==> config.mk <==
export PLATFORM = sky130hd
export DESIGN_NAME = wb_freq_meter
export DESIGN_NICKNAME = d
export VERILOG_FILES = /design/src/rtl/wb_freq_meter.sv
export SDC_FILE = /design/constraint.sdc
export NUM_CORES = 1
export LEC_CHECK = 0
export BUFFER_PORTS_ARGS = -buffer_cell sky130_fd_sc_hd__buf_4
export CAP_MARGIN = 40
export CORE_MARGIN = 2
export CORE_UTILIZATION = 55
export CTS_CLUSTER_DIAMETER = 40
export DETAILED_ROUTE_END_ITERATION = 7
export GPL_TIMING_DRIVEN = 1
export PLACE_DENSITY = 0.73
export SLEW_MARGIN = 20
export SYNTH_ARGS = -nofsm -noshare
export SYNTH_HDL_FRONTEND = slang
export SYNTH_SLANG_ARGS = --single-unit
==> constraint.sdc <==
create_clock -name wb_clk_i -period 2.3 [get_ports wb_clk_i]
set_input_delay 0.23 -clock wb_clk_i [delete_from_list [all_inputs] [get_ports wb_clk_i]]
set_output_delay 0.23 -clock wb_clk_i [all_outputs]
set_load 0.02 [all_outputs]
==> src/rtl/wb_freq_meter.sv <==
// wb_freq_meter
//   Measures an external square wave against wb_clk_i. Counts rising
//   edges of clock_in over a fixed gate window (COUNT) and the number of
//   wb_clk_i ticks between consecutive rising edges (PERIOD). Results are
//   read over a Wishbone B4 classic slave port.
//
//   Register map (word address):
//     0 CTRL   : bit0 enable (RW), bit1 clear (write-1, self-clearing, reads 0)
//     1 STATUS : bit0 valid (RO), bit1 count_ovf (W1C), bit2 period_sat (W1C)
//     2 COUNT  : rising edges in the last completed window (RO)
//     3 PERIOD : wb_clk_i ticks between the last two rising edges (RO)
//
//   Ports:
//     wb_clk_i, wb_rst_ni        : system clock, async active-low reset
//     wb_cyc_i, wb_stb_i,
//     wb_we_i, wb_adr_i[1:0],
//     wb_dat_i[31:0]             : Wishbone slave request
//     wb_dat_o[31:0], wb_ack_o   : Wishbone slave response (one-cycle ack)
//     clock_in                   : signal under measurement (asynchronous)
module wb_freq_meter #(
    parameter int WB_CLK_HZ = 12_000_000,
    parameter int GATE_HZ   = 1000
) (
    input  logic        wb_clk_i,
    input  logic        wb_rst_ni,
    input  logic        wb_cyc_i,
    input  logic        wb_stb_i,
    input  logic        wb_we_i,
    input  logic [1:0]  wb_adr_i,
    input  logic [31:0] wb_dat_i,
    output logic [31:0] wb_dat_o,
    output logic        wb_ack_o,
    input  logic        clock_in
);

    localparam int          GATE_TICKS = WB_CLK_HZ / GATE_HZ;
    localparam logic [31:0] GATE_LAST  = 32'(GATE_TICKS - 1);
    localparam logic [31:0] CNT_MAX    = 32'hFFFF_FFFF;

    typedef enum logic {ST_IDLE, ST_GATING} state_t;

    state_t      state_q, state_d;
    logic        sync1, sync2, sync3, rise;
    logic        enable_q, valid_q, count_ovf_q, period_sat_q, armed_q;
    logic [31:0] gate_q, edge_q, period_cnt_q, count_q, period_q;
    logic        bus_req, ctrl_wr, stat_wr, clear;
    logic        gating, win_close, ovf_evt, sat_evt;
    logic [31:0] rd_data;
    logic        unused_dat_bits;

    assign unused_dat_bits = ^wb_dat_i[31:3];

    // The ack term keeps a held strobe from being accepted twice, which
    // gives the one-cycle ack and the every-second-cycle back-to-back rate.
    assign bus_req = wb_cyc_i & wb_stb_i & ~wb_ack_o;
    assign ctrl_wr = bus_req & wb_we_i & (wb_adr_i == 2'd0);
    assign stat_wr = bus_req & wb_we_i & (wb_adr_i == 2'd1);
    assign clear   = ctrl_wr & wb_dat_i[1];

    // Two-flop synchronizer plus a third flop for edge detection.
    // NOTE: sequential state uses non-blocking assignments so every flop
    // samples the pre-edge value of its neighbours, as real flops do.
    always_ff @(posedge wb_clk_i or negedge wb_rst_ni) begin
        if (!wb_rst_ni) begin
            sync1 <= 1'b0;
            sync2 <= 1'b0;
            sync3 <= 1'b0;
        end else begin
            sync1 <= clock_in;
            sync2 <= sync1;
            sync3 <= sync2;
        end
    end

    assign rise = sync2 & ~sync3;

    assign gating    = (state_q == ST_GATING);
    assign win_close = gating && (gate_q == GATE_LAST);
    // A clear zeroes the counters in the same cycle, so it also masks the
    // saturation events that the old counter values would have raised.
    assign ovf_evt   = gating && !clear && rise && (edge_q == CNT_MAX);
    assign sat_evt   = gating && !clear && !rise && (period_cnt_q == CNT_MAX);

    always_ff @(posedge wb_clk_i or negedge wb_rst_ni) begin
        if (!wb_rst_ni) state_q <= ST_IDLE;
        else            state_q <= state_d;
    end

    always_comb begin
        // NOTE: default first, so every path assigns state_d and no latch
        // is inferred.
        state_d = state_q;
        case (state_q)
            ST_IDLE:   if (enable_q)  state_d = ST_GATING;
            ST_GATING: if (!enable_q) state_d = ST_IDLE;
            default:   state_d = ST_IDLE;
        endcase
    end

    // Control and sticky flags. A new saturation event wins over a
    // simultaneous write-1-to-clear.
    always_ff @(posedge wb_clk_i or negedge wb_rst_ni) begin
        if (!wb_rst_ni) begin
            enable_q     <= 1'b0;
            count_ovf_q  <= 1'b0;
            period_sat_q <= 1'b0;
        end else begin
            if (ctrl_wr) enable_q <= wb_dat_i[0];
            count_ovf_q  <= (count_ovf_q  & ~(stat_wr & wb_dat_i[1])) | ovf_evt;
            period_sat_q <= (period_sat_q & ~(stat_wr & wb_dat_i[2])) | sat_evt;
        end
    end

    // Gate window, edge counter and period counter.
    always_ff @(posedge wb_clk_i or negedge wb_rst_ni) begin
        if (!wb_rst_ni) begin
            gate_q       <= '0;
            edge_q       <= '0;
            period_cnt_q <= '0;
            armed_q      <= 1'b0;
            count_q      <= '0;
            period_q     <= '0;
            valid_q      <= 1'b0;
        end else if (clear) begin
            gate_q       <= '0;
            edge_q       <= '0;
            period_cnt_q <= '0;
            armed_q      <= 1'b0;
            count_q      <= '0;
            period_q     <= '0;
            valid_q      <= 1'b0;
        end else if (!gating) begin
            gate_q       <= '0;
            edge_q       <= '0;
            period_cnt_q <= '0;
            armed_q      <= 1'b0;
        end else begin
            gate_q <= win_close ? '0 : gate_q + 32'd1;

            // An edge on the closing cycle belongs to the closing window.
            if (win_close) begin
                count_q <= (edge_q == CNT_MAX) ? CNT_MAX : edge_q + 32'(rise);
                edge_q  <= '0;
                valid_q <= 1'b1;
            end else if (rise && edge_q != CNT_MAX) begin
                edge_q  <= edge_q + 32'd1;
            end

            // The counter reads ticks since the last edge minus one, hence +1.
            if (rise) begin
                if (armed_q)
                    period_q <= (period_cnt_q == CNT_MAX) ? CNT_MAX : period_cnt_q + 32'd1;
                period_cnt_q <= '0;
                armed_q      <= 1'b1;
            end else if (period_cnt_q != CNT_MAX) begin
                period_cnt_q <= period_cnt_q + 32'd1;
            end
        end
    end

    always_comb begin
        rd_data = '0;
        case (wb_adr_i)
            2'd0: rd_data = {31'd0, enable_q};
            2'd1: rd_data = {29'd0, period_sat_q, count_ovf_q, valid_q};
            2'd2: rd_data = count_q;
            2'd3: rd_data = period_q;
            default: rd_data = '0;
        endcase
    end

    always_ff @(posedge wb_clk_i or negedge wb_rst_ni) begin
        if (!wb_rst_ni) begin
            wb_ack_o <= 1'b0;
            wb_dat_o <= '0;
        end else begin
            wb_ack_o <= bus_req;
            if (bus_req && !wb_we_i) wb_dat_o <= rd_data;
        end
    end

endmodule

==> results of run 1 <==
per-stage QoR:
| stage | area (sq um) | setup TNS, ps | hold WS [ps] | power (mW) |
|---|---|---|---|---|
| global route | 12800 | 0 | 73.6 | 10.5 |
| detailed placement | 11600 | 0 | 247 | 5.32 |
| global placement | 11600 | 0 | 247 | 5.27 |
| CTS | 12700 | 0 | 52.9 | 10.2 |
| floorplan | 10400 | -21.0 | -65.6 | 4.78 |
| finish | 12800 | 0 | 62.2 | 10.1 |
cell usage after synthesis (all sizes together) (24+ instances only):
library cell and count:
a21oi 44, clkbuf 57, dfrtp 202, mux2 32, nand2 130, nand3 68, nand4 36, nor2 101
nor3 33, nor4 28, o21ai 25, xnor2 56, xor2 24
per-layer routing:
metal / part of all wire / global-route usage
met1: 0.44 / 0.396
met2: 0.48 / 0.446
met5: 0 / 0
met4: 0.021 / 0.0642
met3: 0.053 / 0.0377
where the power goes:
group / total (mW) / switching, mW / internal, mW
Clock: 4.82 / 1.70 / 3.12
Combinational: 1.17 / 0.656 / 0.515
Sequential: 4.10 / 0.211 / 3.89
Total: 10.1 / 2.57 / 7.53
critical path, delay by kind of cell, from the launching register on:
kind                     cells  cell delay, ps
flip-flops                   1             350
AND/OR/NAND/NOR              5            1220
AO/OA/AOI/OAI                1             260
buffers and inverters        1             100
adder cells (fa/ha/maj)      1             150
cell type report:
cell class	count	area share
inverters	10	0.00294
flip-flops and latches	202	0.395
repair buffers	153	0.0994
clock inverters	18	0.0190
clock buffers	37	0.0648
well taps	234	0.0229
multi-input cells	787	0.396
kinds of logic after synthesis:
family | count (synthesis) | share of synthesized area
compound gates | 164 | 0.112
xor+xnor | 80 | 0.0676
fa+ha+maj | 5 | 0.00604
buf+inv | 87 | 0.0344
flops | 202 | 0.488
mux | 36 | 0.0399
simple gates | 502 | 0.252
state kept, by name (all words and copies together) (netlist names), 32 cells and up:
register and flops:
period_q 32, wb_dat_o 32, period_cnt_q 32, gate_q 32
count_q 32, edge_q 32
worst paths after layout:
path	from	endpoint	cells past startpoint	slack, ps
hold / removal	wb_dat_i[2]	period_sat_q	4	60
setup / recovery	sync3	count_q[31]	8	120
setup reg to reg	sync3	count_q[31]	8	120
hold reg to reg	sync1	sync2	0	350
min in group asynchronous	wb_rst_ni	period_cnt_q[3]	2	230
max in group asynchronous	wb_rst_ni	period_cnt_q[18]	3	1380
timing repair:
action / CTS / global route
buffers inserted: 1 / 1
hold buffers: 3 / 0
resized for setup: 0 / 12
setup endpoints to repair: 3 / 14
pin swaps: 1 / 2
hold endpoints to repair: 57 / 0
==> flow_summary.json, run 1 <==
{
  "cts_max_path_buffers": 3,
  "overflow": 0,
  "maxCapViolCount": 0,
  "utilization": 0.688,
  "seqCellArea_sq_um": 5050,
  "hold_path.class": "in2reg",
  "grt_pass1_vias": 8517,
  "period_needed_ps": 2180,
  "yosys_warnings": 0,
  "cts_sinks": 202,
  "dr.pass1.iters": 5,
  "setup_viol": 0,
  "peakVddDrop_mv": 0.615,
  "path_class": "reg2reg",
  "die_x_microns": 141,
  "finalCritPeriodShare": 0.949,
  "hold_viol": 0,
  "clkTransAtPathRegs_ps": 60,
  "power_leakage_nw": 5.61,
  "drt_iter0_markers": 676,
  "async_flop_share": 1.00,
  "hpwl_microns": 18800,
  "port_buffers": 43,
  "fin_nets": 1229,
  "synth.top_cells.by_area": "dfrtp_1 (49%), xnor2_1 (4.7%), nand2_1 (4.7%), nor2_1 (3.6%), mux2_2 (3.5%)",
  "status": "complete, no violations",
  "grt_use_total": 0.275,
  "grt_max_degree": 60,
  "synth_edf_count": 0,
  "fin_skew_ps": 9.11,
  "synth_top_area_cell": "dfrtp_1",
  "n_antenna_cell": 0,
  "slowest_delay_ps": 510,
  "report.final.slew_viol_count": 0,
  "core_sq_um": 18600,
  "syn-instance-count": 1076,
  "drtAntennaViolNets": 0,
  "worstPathRequired_ps": 2730,
  "drc_errors": 0,
  "antenna_found_initial": 0,
  "critical_path.max_fanout": 5,
  "ys_ff_latch": 202,
  "tightest_slew_ps": 614,
  "via_per_inst": 6.09,
  "crit_chain": "nand2b_2 > inv_2 > ha_4 > nand3_2 > nor3_4 > nand2_1 > or4b_1 > a32o_1",
  "floorplan.die_area_sq_um": 19900,
  "multi_input_area_sq_um": 5060,
  "drt_wl_total_microns": 26800,
  "synth_nets": 1121,
  "insertion_delay_ps": 540,
  "cts-root-buf": "clkbuf_16",
  "worstPathArrival_ps": 2610,
  "fmax_mhz": 458,
  "syn_area_per_cell_sq_um": 9.63,
  "start_kind": "flop",
  "pre_cts_ws_ps": 19.9,
  "cts_max_level": 1,
  "place.gp.congestion": 0.932,
  "slew_headroom": 0.590,
  "rsz0062_at_grt": "false",
  "post_drt_wl_per_cell_microns": 18.6,
  "vias": 8781,
  "nFillCells": 1448,
  "final_common_cell": "dfrtp_1",
  "start_util": 0.557,
  "place_inst": 1381,
  "rows": 50,
  "io_pins": 73,
  "synth-main-ff-cell": "dfrtp_1",
  "grt_pass1_wl_microns": 44300,
  "cp_slowest_cell": "or4b_1",
  "worstSetupEndpointType": "flop",
  "netlist.area_leader.share": 0.488,
  "yosysSeqAreaShare": 0.488,
  "tritoncts": "yes",
  "power.density_nw_per_um2": 790,
  "synth_cell_types": 61,
  "fp.dieH_microns": 141,
  "syn_area_sq_um": 10400,
  "final_cell_mix": "dfrtp_1 (202), buf_4 (139), nand2_1 (128)",
  "layout-drive-gt1-share": 0.232,
  "layout_setup_ws_ps": 118,
  "tritoncts.num_buffers": 30,
  "stdcell_count": 1441,
  "areaGrowthSynthToFinish_pct": 23.4
}
(Power assumes the default switching activity.)
==> inputs of run 2 (changes only) <==
--- a/config.mk
+++ b/config.mk
@@ -15,2 +15,3 @@
 export PLACE_DENSITY = 0.73
+export SKIP_CTS_REPAIR_TIMING = 1
 export SLEW_MARGIN = 20
==> constraint.sdc (replaced) <==
create_clock -name wb_clk_i -period 2.3 [get_ports wb_clk_i]
set_input_delay 0.115 -clock wb_clk_i [delete_from_list [all_inputs] [get_ports wb_clk_i]]
set_output_delay 0.115 -clock wb_clk_i [all_outputs]
set_load 0.02 [all_outputs]
==> flow_summary.json, run 2 (synthesis gave the netlist of run 1 again) <==
{
  "tritoncts": "yes",
  "start_kind": "flop",
  "drt_wl_total_microns": 26900,
  "io_pins": 73,
  "report.final.slew_viol_count": 0,
  "dr.pass1.iters": 5,
  "power.density_nw_per_um2": 809,
  "fin_nets": 1229,
  "slew_headroom": 0.592,
  "fin_skew_ps": 17.2,
  "place.gp.congestion": 0.949,
  "wl_met1_microns": 11900,
  "tightest_slew_ps": 610,
  "tritoncts.num_buffers": 35,
  "n_antenna_cell": 0,
  "maxCapViolCount": 0,
  "cts-root-buf": "clkbuf_16",
  "final_cell_mix": "dfrtp_1 (201), buf_4 (137), nand2_1 (127)",
  "peakVddDrop_mv": 0.554,
  "fmax_mhz": 450,
  "rows": 50,
  "fin_area_sq_um": 12800,
  "hpwl_microns": 18700,
  "finalCritPeriodShare": 0.966,
  "overflow": 0,
  "vias": 8729,
  "port_buffers": 43,
  "grt_max_degree": 73,
  "r2r_cells": 10,
  "areaGrowthSynthToFinish_pct": 23.3,
  "reg2reg_to": "count_q[26]",
  "status": "complete, no violations",
  "p_sw_frac": 0.252,
  "hold_viol": 0,
  "floorplan.die_area_sq_um": 19900,
  "grt_pass1_wl_microns": 44200,
  "met3WireLength_microns": 1580,
  "worstPathArrival_ps": 2590,
  "drc_errors": 0,
  "worstSetupEndpoint": "count_q[26]",
  "wl_met2_microns": 12800,
  "layout-drive-gt1-share": 0.229,
  "grt_use_total": 0.276,
  "rsz0062_at_grt": "true",
  "nFillCells": 1393,
  "top_layer": "met4",
  "rr_startpoint": "sync3",
  "r2r_slack_ps": 80,
  "critical_path.max_fanout": 7,
  "core_sq_um": 18600,
  "placed_area_sq_um": 11500,
  "power_leakage_nw": 5.59,
  "cts_sinks": 202,
  "post_drt_wl_per_cell_microns": 18.7,
  "insertion_delay_ps": 500,
  "start_util": 0.557,
  "finalSetupTns_ps": 0,
  "p_clk_frac": 0.492,
  "via_per_inst": 6.05,
  "seqPwrFrac": 0.398,
  "power.net_switching_mw": 2.60,
  "drtAntennaViolNets": 0,
  "antenna_found_initial": 0,
  "setup_viol": 0,
  "drt_iter0_markers": 717,
  "final_common_cell": "dfrtp_1",
  "critPathLaunch": "sync3",
  "cts_max_level": 2,
  "die_x_microns": 141,
  "path_class": "reg2reg",
  "worstSetupEndpointType": "flop",
  "p_comb_frac": 0.111,
  "grt_pass1_vias": 8553,
  "cellInternalPower_mw": 7.73,
  "hold_path.class": "in2reg",
  "hold-worst-slack_ps": 25.7,
  "worstPathRequired_ps": 2660,
  "multi_input_area_sq_um": 5050,
  "period_needed_ps": 2220,
  "fp.dieH_microns": 141,
  "seqCellArea_sq_um": 5060,
  "cts_max_path_buffers": 3,
  "clkTransAtPathRegs_ps": 50
}
==> run 2: worst min path at each step <==
stage                startpoint               to  slack (ps)  depth (start not counted)
floorplan             wb_rst_ni          armed_q        -180                          0
global placement      wb_rst_ni  period_cnt_q[1]         180                          1
detailed placement    wb_rst_ni  period_cnt_q[0]         180                          1
CTS                   wb_rst_ni  period_cnt_q[1]        -350                          1
global route        wb_dat_i[2]     period_sat_q          30                          4
finish              wb_dat_i[2]     period_sat_q          30                          4
==> run 2: power groups by stage <==
stage	sequential (mW)	combinational (mW)	clock, mW
2_1_floorplan	4.19	0.587	0
3_3_place_gp	4.14	1.10	0
3_5_place_dp	4.16	1.12	0
4_1_cts	4.10	1.15	5.15
5_1_grt	4.14	1.26	5.30
6_report	4.11	1.14	5.08
==> run 2: area by class of cell <==
cell class,count,area share
Inverter,10,0.00294
Timing Repair Buffer,148,0.0928
Tap cell,234,0.0229
Clock inverter,13,0.0131
Clock buffer,48,0.0771
Multi-Input combinational cell,787,0.395
Sequential cell,202,0.396
==> run 2: critical path, cell delays in order (launching register included) <==
cell	delay, ps
dfrtp_1	350
nand2b_2	210
inv_2	70
ha_2	200
ha_4	150
nand3_4	110
nor3_4	240
buf_6	150
nand4_1	120
xnor2_1	180
a221o_1	310
==> run 2: metal layers <==
metal | vias up | track usage
li1 | 4102 | -
met1 | 4265 | 0.392
met2 | 303 | 0.442
met3 | 59 | 0.0374
met4 | 0 | 0.0916
met5 | - | 0
==> run 2: metrics by stage <==
stage	util	total power, mW	setup slack (ps)	std cells
finish	0.687	10.3	78.7	1442
global route	0.687	10.7	-48.5	1442
CTS	0.682	10.4	-15.0	1438
detailed placement	0.620	5.28	36.0	1377
global placement	0.620	5.24	101	1376
floorplan	-	4.78	-12.6	1076
